$ cat src/rtl/memory_arbiter_if.sv
// memory_arbiter_if
// Bundles the request-side and RAM-side signals of the memory arbiter.
//   Request side : iREN/iaddr (instruction read), dREN/dWEN/daddr/dstore (data),
//                  ihit/iload, dhit/dload (completion pulses and load words)
//   RAM side     : ramREN/ramWEN/ramaddr/ramstore (strobes, word address, write
//                  data), ramload/ramready (read data, completion)
//   Status       : memerr (sticky watchdog flag)
// The slave modport is the arbiter's view; master is the requester/RAM model.
interface memory_arbiter_if;
  logic        iREN;
  logic [31:0] iaddr;
  logic        dREN;
  logic        dWEN;
  logic [31:0] daddr;
  logic [31:0] dstore;
  logic        ihit;
  logic [31:0] iload;
  logic        dhit;
  logic [31:0] dload;
  logic        ramREN;
  logic        ramWEN;
  logic [31:0] ramaddr;
  logic [31:0] ramstore;
  logic [31:0] ramload;
  logic        ramready;
  logic        memerr;

  modport slave (
    input  iREN, iaddr, dREN, dWEN, daddr, dstore, ramload, ramready,
    output ihit, iload, dhit, dload, ramREN, ramWEN, ramaddr, ramstore, memerr
  );

  modport master (
    output iREN, iaddr, dREN, dWEN, daddr, dstore, ramload, ramready,
    input  ihit, iload, dhit, dload, ramREN, ramWEN, ramaddr, ramstore, memerr
  );
endinterface

$ cat src/rtl/memory_arbiter.sv
// memory_arbiter
// Serializes instruction reads and data reads/writes onto one single-ported
// RAM. Data requests win over instruction requests. Every accepted access ends
// with exactly one single-cycle ihit or dhit pulse and a registered load word.
// A watchdog aborts an access after TIMEOUT cycles, returning 32'hBAD1BAD1 for
// reads and setting the sticky memerr flag.
// Ports:
//   CLK - clock, all state changes on the rising edge
//   RST - synchronous active-high reset
//   bus - memory_arbiter_if.slave (request, RAM and status signals)
module memory_arbiter #(
  parameter int TIMEOUT = 16
) (
  input logic             CLK,
  input logic             RST,
  memory_arbiter_if.slave bus
);

  localparam int                 CNT_W    = $clog2(TIMEOUT + 1);
  localparam logic [CNT_W-1:0]   LAST_CNT = CNT_W'(TIMEOUT - 1);
  localparam logic [31:0]        ERR_WORD = 32'hBAD1BAD1;

  typedef enum logic [1:0] {IDLE, IACC, DACC, RESP} state_t;

  state_t             state_q, state_d;
  logic [CNT_W-1:0]   cnt_q, cnt_d;
  logic               ramREN_q, ramREN_d;
  logic               ramWEN_q, ramWEN_d;
  logic [31:0]        ramaddr_q, ramaddr_d;
  logic [31:0]        ramstore_q, ramstore_d;
  logic               ihit_q, ihit_d;
  logic               dhit_q, dhit_d;
  logic [31:0]        iload_q, iload_d;
  logic [31:0]        dload_q, dload_d;
  logic               memerr_q, memerr_d;

  // Byte-lane bits of the request addresses never reach the RAM.
  logic unusedAddrBits;
  assign unusedAddrBits = ^{bus.iaddr[1:0], bus.daddr[1:0]};

  // State and output registers; reset aborts any access without a hit.
  always_ff @(posedge CLK) begin
    if (RST) begin
      state_q    <= IDLE;
      cnt_q      <= '0;
      ramREN_q   <= 1'b0;
      ramWEN_q   <= 1'b0;
      ramaddr_q  <= '0;
      ramstore_q <= '0;
      ihit_q     <= 1'b0;
      dhit_q     <= 1'b0;
      iload_q    <= '0;
      dload_q    <= '0;
      memerr_q   <= 1'b0;
    end else begin
      state_q    <= state_d;
      cnt_q      <= cnt_d;
      ramREN_q   <= ramREN_d;
      ramWEN_q   <= ramWEN_d;
      ramaddr_q  <= ramaddr_d;
      ramstore_q <= ramstore_d;
      ihit_q     <= ihit_d;
      dhit_q     <= dhit_d;
      iload_q    <= iload_d;
      dload_q    <= dload_d;
      memerr_q   <= memerr_d;
    end
  end

  // Next-state logic: accept in IDLE, hold the latched access until the RAM
  // completes or the watchdog fires, then pulse the hit for one RESP cycle.
  always_comb begin
    state_d    = state_q;
    cnt_d      = cnt_q;
    ramREN_d   = ramREN_q;
    ramWEN_d   = ramWEN_q;
    ramaddr_d  = ramaddr_q;
    ramstore_d = ramstore_q;
    ihit_d     = 1'b0;
    dhit_d     = 1'b0;
    iload_d    = iload_q;
    dload_d    = dload_q;
    memerr_d   = memerr_q;

    unique case (state_q)
      IDLE: begin
        ramREN_d = 1'b0;
        ramWEN_d = 1'b0;
        if (bus.dWEN || bus.dREN) begin
          // A write wins when both data strobes are raised together.
          state_d    = DACC;
          cnt_d      = '0;
          ramaddr_d  = {bus.daddr[31:2], 2'b00};
          ramWEN_d   = bus.dWEN;
          ramREN_d   = !bus.dWEN;
          ramstore_d = bus.dWEN ? bus.dstore : 32'h0;
        end else if (bus.iREN) begin
          state_d    = IACC;
          cnt_d      = '0;
          ramaddr_d  = {bus.iaddr[31:2], 2'b00};
          ramREN_d   = 1'b1;
          ramWEN_d   = 1'b0;
          ramstore_d = 32'h0;
        end
      end

      IACC, DACC: begin
        // Counter holds (cycles in state - 1), so LAST_CNT marks the final
        // permitted cycle; ramready there still counts as a real completion.
        if (bus.ramready || (cnt_q == LAST_CNT)) begin
          state_d  = RESP;
          ramREN_d = 1'b0;
          ramWEN_d = 1'b0;
          if (state_q == IACC) begin
            ihit_d  = 1'b1;
            iload_d = bus.ramready ? bus.ramload : ERR_WORD;
          end else begin
            dhit_d = 1'b1;
            if (!ramWEN_q) begin
              dload_d = bus.ramready ? bus.ramload : ERR_WORD;
            end
          end
          if (!bus.ramready) begin
            memerr_d = 1'b1;
          end
        end else begin
          cnt_d = cnt_q + CNT_W'(1);
        end
      end

      RESP: begin
        state_d = IDLE;
      end

      default: begin
        state_d = IDLE;
      end
    endcase
  end

  assign bus.ramREN   = ramREN_q;
  assign bus.ramWEN   = ramWEN_q;
  assign bus.ramaddr  = ramaddr_q;
  assign bus.ramstore = ramstore_q;
  assign bus.ihit     = ihit_q;
  assign bus.dhit     = dhit_q;
  assign bus.iload    = iload_q;
  assign bus.dload    = dload_q;
  assign bus.memerr   = memerr_q;

endmodule

$ cat src/flat_wrapper.sv
// flat-port wrapper written by rule: the top's interface ports become plain ports
module memory_arbiter_flat 
#(
  parameter int TIMEOUT = 16
)
  (CLK, RST, bus_iREN, bus_iaddr, bus_dREN, bus_dWEN, bus_daddr, bus_dstore, bus_ramload, bus_ramready, bus_ihit, bus_iload, bus_dhit, bus_dload, bus_ramREN, bus_ramWEN, bus_ramaddr, bus_ramstore, bus_memerr);
  memory_arbiter_if bus_i ();
  input logic CLK;
  input logic RST;
  input wire logic [$bits(bus_i.iREN)-1:0] bus_iREN;
  input wire logic [$bits(bus_i.iaddr)-1:0] bus_iaddr;
  input wire logic [$bits(bus_i.dREN)-1:0] bus_dREN;
  input wire logic [$bits(bus_i.dWEN)-1:0] bus_dWEN;
  input wire logic [$bits(bus_i.daddr)-1:0] bus_daddr;
  input wire logic [$bits(bus_i.dstore)-1:0] bus_dstore;
  input wire logic [$bits(bus_i.ramload)-1:0] bus_ramload;
  input wire logic [$bits(bus_i.ramready)-1:0] bus_ramready;
  output wire logic [$bits(bus_i.ihit)-1:0] bus_ihit;
  output wire logic [$bits(bus_i.iload)-1:0] bus_iload;
  output wire logic [$bits(bus_i.dhit)-1:0] bus_dhit;
  output wire logic [$bits(bus_i.dload)-1:0] bus_dload;
  output wire logic [$bits(bus_i.ramREN)-1:0] bus_ramREN;
  output wire logic [$bits(bus_i.ramWEN)-1:0] bus_ramWEN;
  output wire logic [$bits(bus_i.ramaddr)-1:0] bus_ramaddr;
  output wire logic [$bits(bus_i.ramstore)-1:0] bus_ramstore;
  output wire logic [$bits(bus_i.memerr)-1:0] bus_memerr;
  assign bus_i.iREN = bus_iREN;
  assign bus_i.iaddr = bus_iaddr;
  assign bus_i.dREN = bus_dREN;
  assign bus_i.dWEN = bus_dWEN;
  assign bus_i.daddr = bus_daddr;
  assign bus_i.dstore = bus_dstore;
  assign bus_i.ramload = bus_ramload;
  assign bus_i.ramready = bus_ramready;
  assign bus_ihit = bus_i.ihit;
  assign bus_iload = bus_i.iload;
  assign bus_dhit = bus_i.dhit;
  assign bus_dload = bus_i.dload;
  assign bus_ramREN = bus_i.ramREN;
  assign bus_ramWEN = bus_i.ramWEN;
  assign bus_ramaddr = bus_i.ramaddr;
  assign bus_ramstore = bus_i.ramstore;
  assign bus_memerr = bus_i.memerr;
  memory_arbiter #(.TIMEOUT(TIMEOUT)) u_core (.CLK(CLK), .RST(RST), .bus(bus_i));
endmodule
$ cat config.mk
export PLATFORM = sky130hd
export DESIGN_NAME = memory_arbiter_flat
export DESIGN_NICKNAME = d
export VERILOG_FILES = /design/src/rtl/memory_arbiter_if.sv /design/src/rtl/memory_arbiter.sv /design/src/flat_wrapper.sv
export SDC_FILE = /design/constraint.sdc
export NUM_CORES = 1
export LEC_CHECK = 0
export CORE_MARGIN = 3
export CORE_UTILIZATION = 25
export CTS_BUF_LIST = sky130_fd_sc_hd__clkbuf_8 sky130_fd_sc_hd__clkbuf_16
export DETAILED_ROUTE_END_ITERATION = 8
export GPL_TIMING_DRIVEN = 0
export MAX_ROUTING_LAYER = met4
export PLACE_DENSITY = 0.57
export SLEW_MARGIN = 25
export SYNTH_ARGS = -nofsm -noshare
export SYNTH_HDL_FRONTEND = slang
export SYNTH_SLANG_ARGS = --single-unit
$ cat constraint.sdc
create_clock -name CLK -period 2.2 [get_ports CLK]
set_input_delay 0.33 -clock CLK [delete_from_list [all_inputs] [get_ports CLK]]
set_output_delay 0.33 -clock CLK [all_outputs]
set_load 0.01 [all_outputs]
After elaboration in Yosys (flattened, before gate mapping)
Index checks and enable logic that the tools add are counted.
W data, S select, Z words.
{"block": "totals", "reg_bits": 140, "input_bits": 134, "output_inout_bits": 133}
{"block": "op_classes", "addsub": 1, "mux": 22, "eq_ne": 7, "n_bitwise": 5, "n_reduce_logical": 15}
{"cell": "$mux W32", "n": 6}
{"cell": "$mux W5", "n": 3}
{"cell": "$pmux W5 S2", "n": 1}
{"cell": "$reduce_and A3 Y1", "n": 3}
{"cell": "$mux W1", "n": 6}
{"cell": "$mux W2", "n": 3}
{"cell": "$pmux W2 S3", "n": 1}
{"cell": "$reduce_and A2 Y1", "n": 3}
{"cell": "$add A5 B1 Y5 const B", "n": 1}
{"cell": "$eq A5 B4 Y1 const B", "n": 1}
{"cell": "$not A1 Y1", "n": 5}
{"cell": "$eq A2 B2 Y1 const B", "n": 2}
{"cell": "$pmux W1 S2", "n": 2}
{"cell": "$reduce_and A4 Y1", "n": 1}
{"cell": "$reduce_bool A2 Y1", "n": 2}
{"cell": "$ne A3 B2 Y1 const B", "n": 1}
{"cell": "$reduce_or A3 Y1", "n": 1}
{"cell": "$eq A2 B1 Y1 const B", "n": 1}
{"cell": "$logic_not A2 Y1", "n": 1}
{"cell": "$logic_or A1 B1 Y1", "n": 2}
{"cell": "$ne A2 B1 Y1 const B", "n": 1}
{"cell": "$ne A2 B2 Y1 const B", "n": 1}
{"cell": "$reduce_or A2 Y1", "n": 1}
{"cell": "$logic_not A1 Y1", "n": 1}

Logic depth before layout (Yosys ltp)
Gate-level depths: netlist of the first run.
{"block": "depth", "ltp_word": 4, "ltp_mapped": 9, "ltp_nobuf": 6}

Least setup slack after synthesis of the first run
Ideal clock, no wire load.
{"block": "synth_timing", "path_kind": "register to register", "start": "register u_core.cnt_q[0]", "end": "register u_core.dload_q[12], in the netlist u_core.bus.dload[12]", "path_slack_ps": 251, "arrival_ps": 1858, "path_stages_with_launch": 9, "required_ps": 2109, "path_cell_list": "dfxtp_1 ha_1 and3_1 ha_1 buf_2 o21bai_1 nor2_1 buf_2 a311oi_1"}
{"block": "synth_via", "elab_chain_len": 3}
{"element": "from (decl)", "line": "memory_arbiter.sv:26", "source": "logic [CNT_W-1:0] cnt_q, cnt_d;"}
{"element": "from (signal assigned)", "line": "memory_arbiter.sv:57", "source": "cnt_q <= cnt_d;"}
{"element": "$eq A5 B4 Y1", "line": "memory_arbiter.sv:110", "source": "if (bus.ramready || (cnt_q == LAST_CNT)) begin"}
{"element": "$logic_or A1 B1 Y1", "line": "memory_arbiter.sv:110"}
{"element": "$reduce_and A4 Y1 (no source line)"}
{"element": "to (signal assigned)", "line": "memory_arbiter.sv:65", "source": "dload_q <= dload_d;"}
{"element": "to (decl)", "line": "memory_arbiter.sv:34", "source": "logic [31:0] dload_q, dload_d;"}
No other way between the ends.
A chain may end at the register's enable or synchronous reset.

Worst setup path in the final report of the first run
{"block": "layout_timing", "start": "register u_core.cnt_q[0]", "end": "register u_core.cnt_q[2]"}
{"block": "layout_via", "elab_chain_len": 4}
{"element": "parallel branches: the longest is 4 deep, another holds $add A5 B1 Y5"}
Several ways; the timed one is not identified. The select of a mux whose other input is x is not followed.

==> run_results.csv, run 1 <==
group,metric,value,unit
routing,drc_errors,0,
clock_network,clkTransAtPathRegs,0.06,ns
floorplanning,die_w,153,um
floorplanning,core,21100,sq um
placement,dpl_cell_area,8330,sq um
synth,ys_ff_latch,138,
routing,routed_wirelength,20500,um
min_path,whs_path_depth,3,
critical_path,end_kind,"flip-flop",
min_path,hp-start,"bus_dREN",
power_and_ir_drop,power.density,1160,nW/um^2
sta,finalMaxSlewViolations,0,
critical_path,cp.arrival,2.31,ns
job,max_cap_viol_count,0,
synth,post-synth-top-area-fraction,51.2,%
floorplanning,start_util,25.6,%
floorplanning,dieArea,23400,sq um
global_route,grt_pass1_vias,5631,
synth,synth_top_family_by_area,"compound AO/OA/AOI/OAI gates",
status,status,"completed",
floorplanning,ioPinCount,267,
global_route,grtUsageTotal,17.6,%
synth,yosys.area_share.adder,1.16,%
placement,place_congestion,0.855,
global_route,grt-ovfl-total,0,
clock_network,cts_made_buffers,17,
sta,max_slew_margin,53.2,%
routing,detailedRoute.firstPassIterationCount,5,
critical_path,crit_type,"flip-flop to flip-flop",
clock_network,root_buffer,"clkbuf_16",
synth,synthSimpleGateAreaFrac,14.1,%
placement,portBuffers,258,
global_route,grt_pass1_wl,31900,um
synth,syn_avg_cell_area,8.75,sq um
synth,synth_xor_area_share,0,%
routing,via_per_inst,4.80,
critical_path,rr_worst_depth,7,
placement,place_hpwl,15300,um
clock_network,cts_max_level,4,
final_layout,antenna_cells,0,
synth,synth_ff_type,"dfxtp_1",
sta,grt_setup_unrepaired,"no",
synth,synth_edf_count,0,
synth,synth_compound_area_share,26.6,%
clock_network,cts_tree,"yes",
synth,ys_top_cells_by_area,"dfxtp_1 51%, a311oi_1 7.5%, nor2_1 7.2%",
synth,syn_area,5400,sq um
routing,vias,5686,
critical_path,startpoint,"u_core.cnt_q[0]",
synth,ys_seq_area_share,51.2,%
sta,whs,0.336,ns
sta,fmax,493,MHz
clock_network,cts-hold-fix-buffers,0,
floorplanning,die_y,153,um
routing,wire_per_inst,17.3,um
clock_network,clk_latency,0.43,ns
final_layout,nNetsFinal,1035,
final_layout,syn2layout_area_growth,65.5,%
power_and_ir_drop,p_leak,3.20,nW
sta,finalHoldViolations,0,
synth,synthMuxAreaShare,0.185,%
sta,min_period_over_period,92.2,%
critical_path,required,2.48,ns
critical_path,start_kind,"flip-flop",
synth,async_reset_ff_share,0,%
routing,drt_iter0_markers,294,
final_layout,drive_above_1_share,6.71,%
critical_path,cp_max_fo,9,
sta,tightest_slew,0.702,ns
routing,ant_nets,0,
sta,timing.final.ws_setup,0.173,ns
sta,period_minus_slack,2.03,ns
final_layout,layout_commonest_cell,"clkdlybuf4s50_1",
final_layout,fin_area,8930,sq um
clock_network,cts.sinks,138,
floorplanning,num_rows,53,
sta,fin_worst_skew,0.0175,ns
min_path,worstHoldPathType,"input pin to flip-flop",
critical_path,worstReg2RegStart,"u_core.cnt_q[0]",
synth,yosysUniqueCellTypes,44,
clock_network,cts.path.max_buffers,2,
power_and_ir_drop,vdd_drop_max,0.000544,V
synth,synth_top_cell_by_area,"dfxtp_1",
placement,dp_worst_setup_slack,-0.307,ns
global_route,grt_antenna_before_repair,0,
global_route,grt_max_degree,17,
synth,yosysWarnings,0,
synth,synthesis.instances,617,
sta,setup_viol,0,
sta,fin_setup_tns,0,ns
final_layout,final_cell_mix,"258 x clkdlybuf4s50_1, 138 x dfxtp_1, 102 x nor2_1",
==> power by group <==
group / total, mW / leakage [nW] / switching (mW) / internal [mW]
Clock: 2.76 / 0.279 / 1.17 / 1.59
Combinational: 4.19 / 1.79 / 2.22 / 1.97
Sequential: 3.40 / 1.13 / 0.302 / 3.10
Total: 10.4 / 3.20 / 3.69 / 6.66
==> logic make-up (layout without fill, tap and decap cells) <==
group / Yosys count / after routing
fa+ha+maj: 5 / 5
mux: 1 / 1
buf+inv: 88 / 379
flops: 138 / 138
compound gates: 209 / 209
simple gates: 175 / 175
other cells: 1 / 2
==> state kept, by name, indices dropped and copies added (netlist names) <==
signal / flops
u_core.bus.ramstore: 32
u_core.bus.iload: 32
u_core.bus.ramREN: 1
u_core.cnt_q: 5
u_core.state_q: 2
u_core.bus.ramWEN: 1
u_core.bus.ihit: 1
u_core.bus.memerr: 1
u_core.bus.dhit: 1
u_core.bus.ramaddr: 30
u_core.bus.dload: 32
==> timing repair <==
action | 4_1_cts | 5_1_grt
pin swaps | 0 | 1
gates cloned | 0 | 0
endpoints found under the setup margin | 35 | 46
buffers inserted | 0 | 2
gates resized for setup | 4 | 14
==> synth_stat cells (5+ instances only) <==
master / number
buf_2: 13
o21ai_0: 49
a211oi_1: 18
nand2_1: 35
a21oi_1: 34
nand4_1: 14
dfxtp_1: 138
a311oi_1: 46
ha_1: 5
nor2_1: 103
clkbuf_1: 47
inv_1: 23
a22oi_1: 46
==> final timing paths <==
path / end / slack [ns]
worst max-delay path: u_core.cnt_q[2] / 0.17
worst max register to register: u_core.cnt_q[2] / 0.17
worst min-delay path: u_core.bus.ramaddr[31] / 0.34
worst min register to register: u_core.cnt_q[4] / 0.47
==> layout make-up <==
class | instances | area (sq um)
plain buffers | 64 | 278
inverters | 23 | 86.3
repair buffers | 260 | 2600
flip-flops and latches | 138 | 2760
well taps | 275 | 344
clock inverters | 14 | 124
clock buffers | 18 | 439
fillers | 2194 | 12200
multi-input cells | 392 | 2300
==> per-stage QoR <==
stage	util, %	total power, mW	std cells
detailed placement	39.5	7.64	1151
finish	42.3	10.4	1184
global route	42.3	11.0	1184
floorplan	-	5.57	618
global placement	39.5	7.62	1151
CTS	42.2	10.5	1183
==> per-layer routing <==
metal | global-route usage [%] | wire (um)
met1 | 22.6 | 9440
met4 | 5.13 | 346
met5 | - | 0
met3 | 5.89 | 1630
met2 | 26.5 | 9100
==> worst max-delay path, stage by stage (launching register included) <==
cell      delay [ns]
dfxtp_1         0.32
ha_1            0.22
and3_1          0.19
ha_1            0.18
buf_2           0.18
or3b_2          0.45
a211oi_1        0.26
o32ai_1         0.10
Power figures use the tool's default switching activity.
==> run 2, diff against run 1 <==
--- a/config.mk
+++ b/config.mk
@@ -7,7 +7,7 @@
 export LEC_CHECK = 0
 export CORE_MARGIN = 3
 export CORE_UTILIZATION = 25
-export CTS_BUF_LIST = sky130_fd_sc_hd__clkbuf_8 sky130_fd_sc_hd__clkbuf_16
+export CTS_CLUSTER_DIAMETER = 80
 export DETAILED_ROUTE_END_ITERATION = 8
 export GPL_TIMING_DRIVEN = 0
 export MAX_ROUTING_LAYER = met4
==> run_results.csv, run 2 (synthesis results as in run 1) <==
group,metric,value,unit
status,status,"completed",
critical_path,cp_num_buf_inv,1,
placement,place_inst,1151,
routing,via_per_inst,4.82,
final_layout,layout_commonest_cell,"clkdlybuf4s50_1",
clock_network,clkTransAtPathRegs,0.06,ns
sta,tightest_slew,0.697,ns
routing,drc_errors,0,
sta,grt_setup_unrepaired,"no",
min_path,worstHoldPathType,"input pin to flip-flop",
clock_network,cts.path.max_buffers,2,
sta,finalHoldViolations,0,
critical_path,crit_type,"flip-flop to flip-flop",
global_route,grt_antenna_before_repair,0,
routing,dr_wl_met3,1610,um
clock_network,cts-hold-fix-buffers,0,
final_layout,antenna_cells,0,
critical_path,cp_max_fo,9,
clock_network,cts_made_buffers,17,
global_route,grt-ovfl-total,0,
clock_network,clk_latency,0.43,ns
routing,wl_met2,9100,um
routing,wire_per_inst,17.3,um
sta,setup_viol,0,
global_route,grtUsageTotal,17.6,%
routing,wl_met1,9470,um
floorplanning,core,21100,sq um
power_and_ir_drop,total_power,10.4,mW
floorplanning,die_y,153,um
final_layout,nNetsFinal,1035,
sta,min_period_over_period,92.2,%
sta,fin_worst_skew,0.0173,ns
critical_path,required,2.48,ns
clock_network,cts_tree,"yes",
critical_path,crit_chain,"ha_1, and3_1, ha_1, buf_2, or3b_2, a211oi_1, o32ai_1",
floorplanning,die_w,153,um
final_layout,stdcell_count,1184,
sta,fmax,493,MHz
critical_path,end_kind,"flip-flop",
sta,finalMaxSlewViolations,0,
power_and_ir_drop,power.density,1160,nW/um^2
routing,drt_iter0_markers,236,
critical_path,crit_family,"simple AND/OR/NAND/NOR gates",
routing,routed_wirelength,20500,um
clock_network,cts.sinks,138,
critical_path,crit_top_cell,"ha_1",
routing,vias,5701,
sta,fin_setup_tns,0,ns
clock_network,root_buffer,"clkbuf_16",
critical_path,cp.arrival,2.31,ns
sta,period_minus_slack,2.03,ns
routing,detailedRoute.firstPassIterationCount,5,
floorplanning,num_rows,53,
power_and_ir_drop,vdd_drop_max,0.000544,V
floorplanning,start_util,25.6,%
critical_path,critPathMaxStageDelay,0.45,ns
power_and_ir_drop,p_leak,3.19,nW
final_layout,drive_above_1_share,6.71,%
floorplanning,dieArea,23400,sq um
placement,portBuffers,258,
clock_network,cts_max_level,4,
placement,place_congestion,0.855,
global_route,grt_pass1_wl,31900,um
floorplanning,ioPinCount,267,
global_route,grt_max_degree,17,
critical_path,start_kind,"flip-flop",
routing,ant_nets,0,
final_layout,final_cell_mix,"258 x clkdlybuf4s50_1, 138 x dfxtp_1, 102 x nor2_1",
final_layout,syn2layout_area_growth,65.5,%
critical_path,crit_path_top_delay_cell,"or3b_2",
job,max_cap_viol_count,0,
placement,place_hpwl,15300,um
sta,max_slew_margin,53.6,%
routing,top_layer,"met4",
global_route,grt_pass1_vias,5640,
-- run 2: changes by cell type in the layout (fill, tap and decap cells not counted) --
cell	change
inv_1	-3
clkbuf_1	+3
-- run 2: worst register-to-register path: cells and delay by family (launching register included) --
kind                     cells  cell delay [ns]
flip-flops                   1             0.32
AND/OR/NAND/NOR              2             0.64
AO/OA/AOI/OAI                2             0.36
buffers and inverters        1             0.18
adder cells (fa/ha/maj)      2             0.40
-- run 2: per-layer routing --
layer / track usage, % / vias up
met1: 22.5 / 2655
met2: 26.5 / 239
met3: 5.89 / 19
li1: - / 2788
met5: - / -
met4: 5.13 / 0
-- run 2: area by class of cell --
| class | instances | area (sq um) |
|---|---|---|
| clock buffers | 21 | 450 |
| well taps | 275 | 344 |
| plain buffers | 64 | 278 |
| flip-flops and latches | 138 | 2760 |
| clock inverters | 11 | 113 |
| multi-input cells | 392 | 2300 |
| fillers | 2194 | 12200 |
| repair buffers | 260 | 2600 |
| inverters | 23 | 86.3 |
-- run 2: path summary, 6_finish.rpt --
path	from	to	slack [ns]	depth (start not counted)
setup / recovery	u_core.cnt_q[0]	u_core.cnt_q[2]	0.17	7
hold / removal	bus_dREN	u_core.bus.ramaddr[31]	0.34	3
setup reg to reg	u_core.cnt_q[0]	u_core.cnt_q[2]	0.17	7
hold reg to reg	u_core.cnt_q[4]	u_core.cnt_q[4]	0.47	2
-- run 2: power by group --
| group | switching (mW) | internal, mW | leakage [nW] |
|---|---|---|---|
| Combinational | 2.22 | 1.97 | 1.79 |
| Sequential | 0.303 | 3.10 | 1.13 |
| Clock | 1.17 | 1.60 | 0.267 |
-- run 2: what timing repair did --
action                     in CTS  in global routing
pin swaps                       0                  1
resized for setup               4                 14
setup buffers                   0                  2
hold endpoints to repair        0                  0
setup endpoints to repair      35                 46
-- run 2: stage by stage --
step / cell area (sq um) / worst slack (ns) / utilization [%] / hold slack [ns]
global placement: 8330 / -0.283 / 39.5 / 0.448
CTS: 8900 / 0.0264 / 42.2 / 0.332
detailed placement: 8330 / -0.307 / 39.5 / 0.456
global route: 8930 / 0.00335 / 42.3 / 0.357
floorplan: 5400 / 0.251 / - / 0.433
finish: 8930 / 0.173 / 42.3 / 0.337
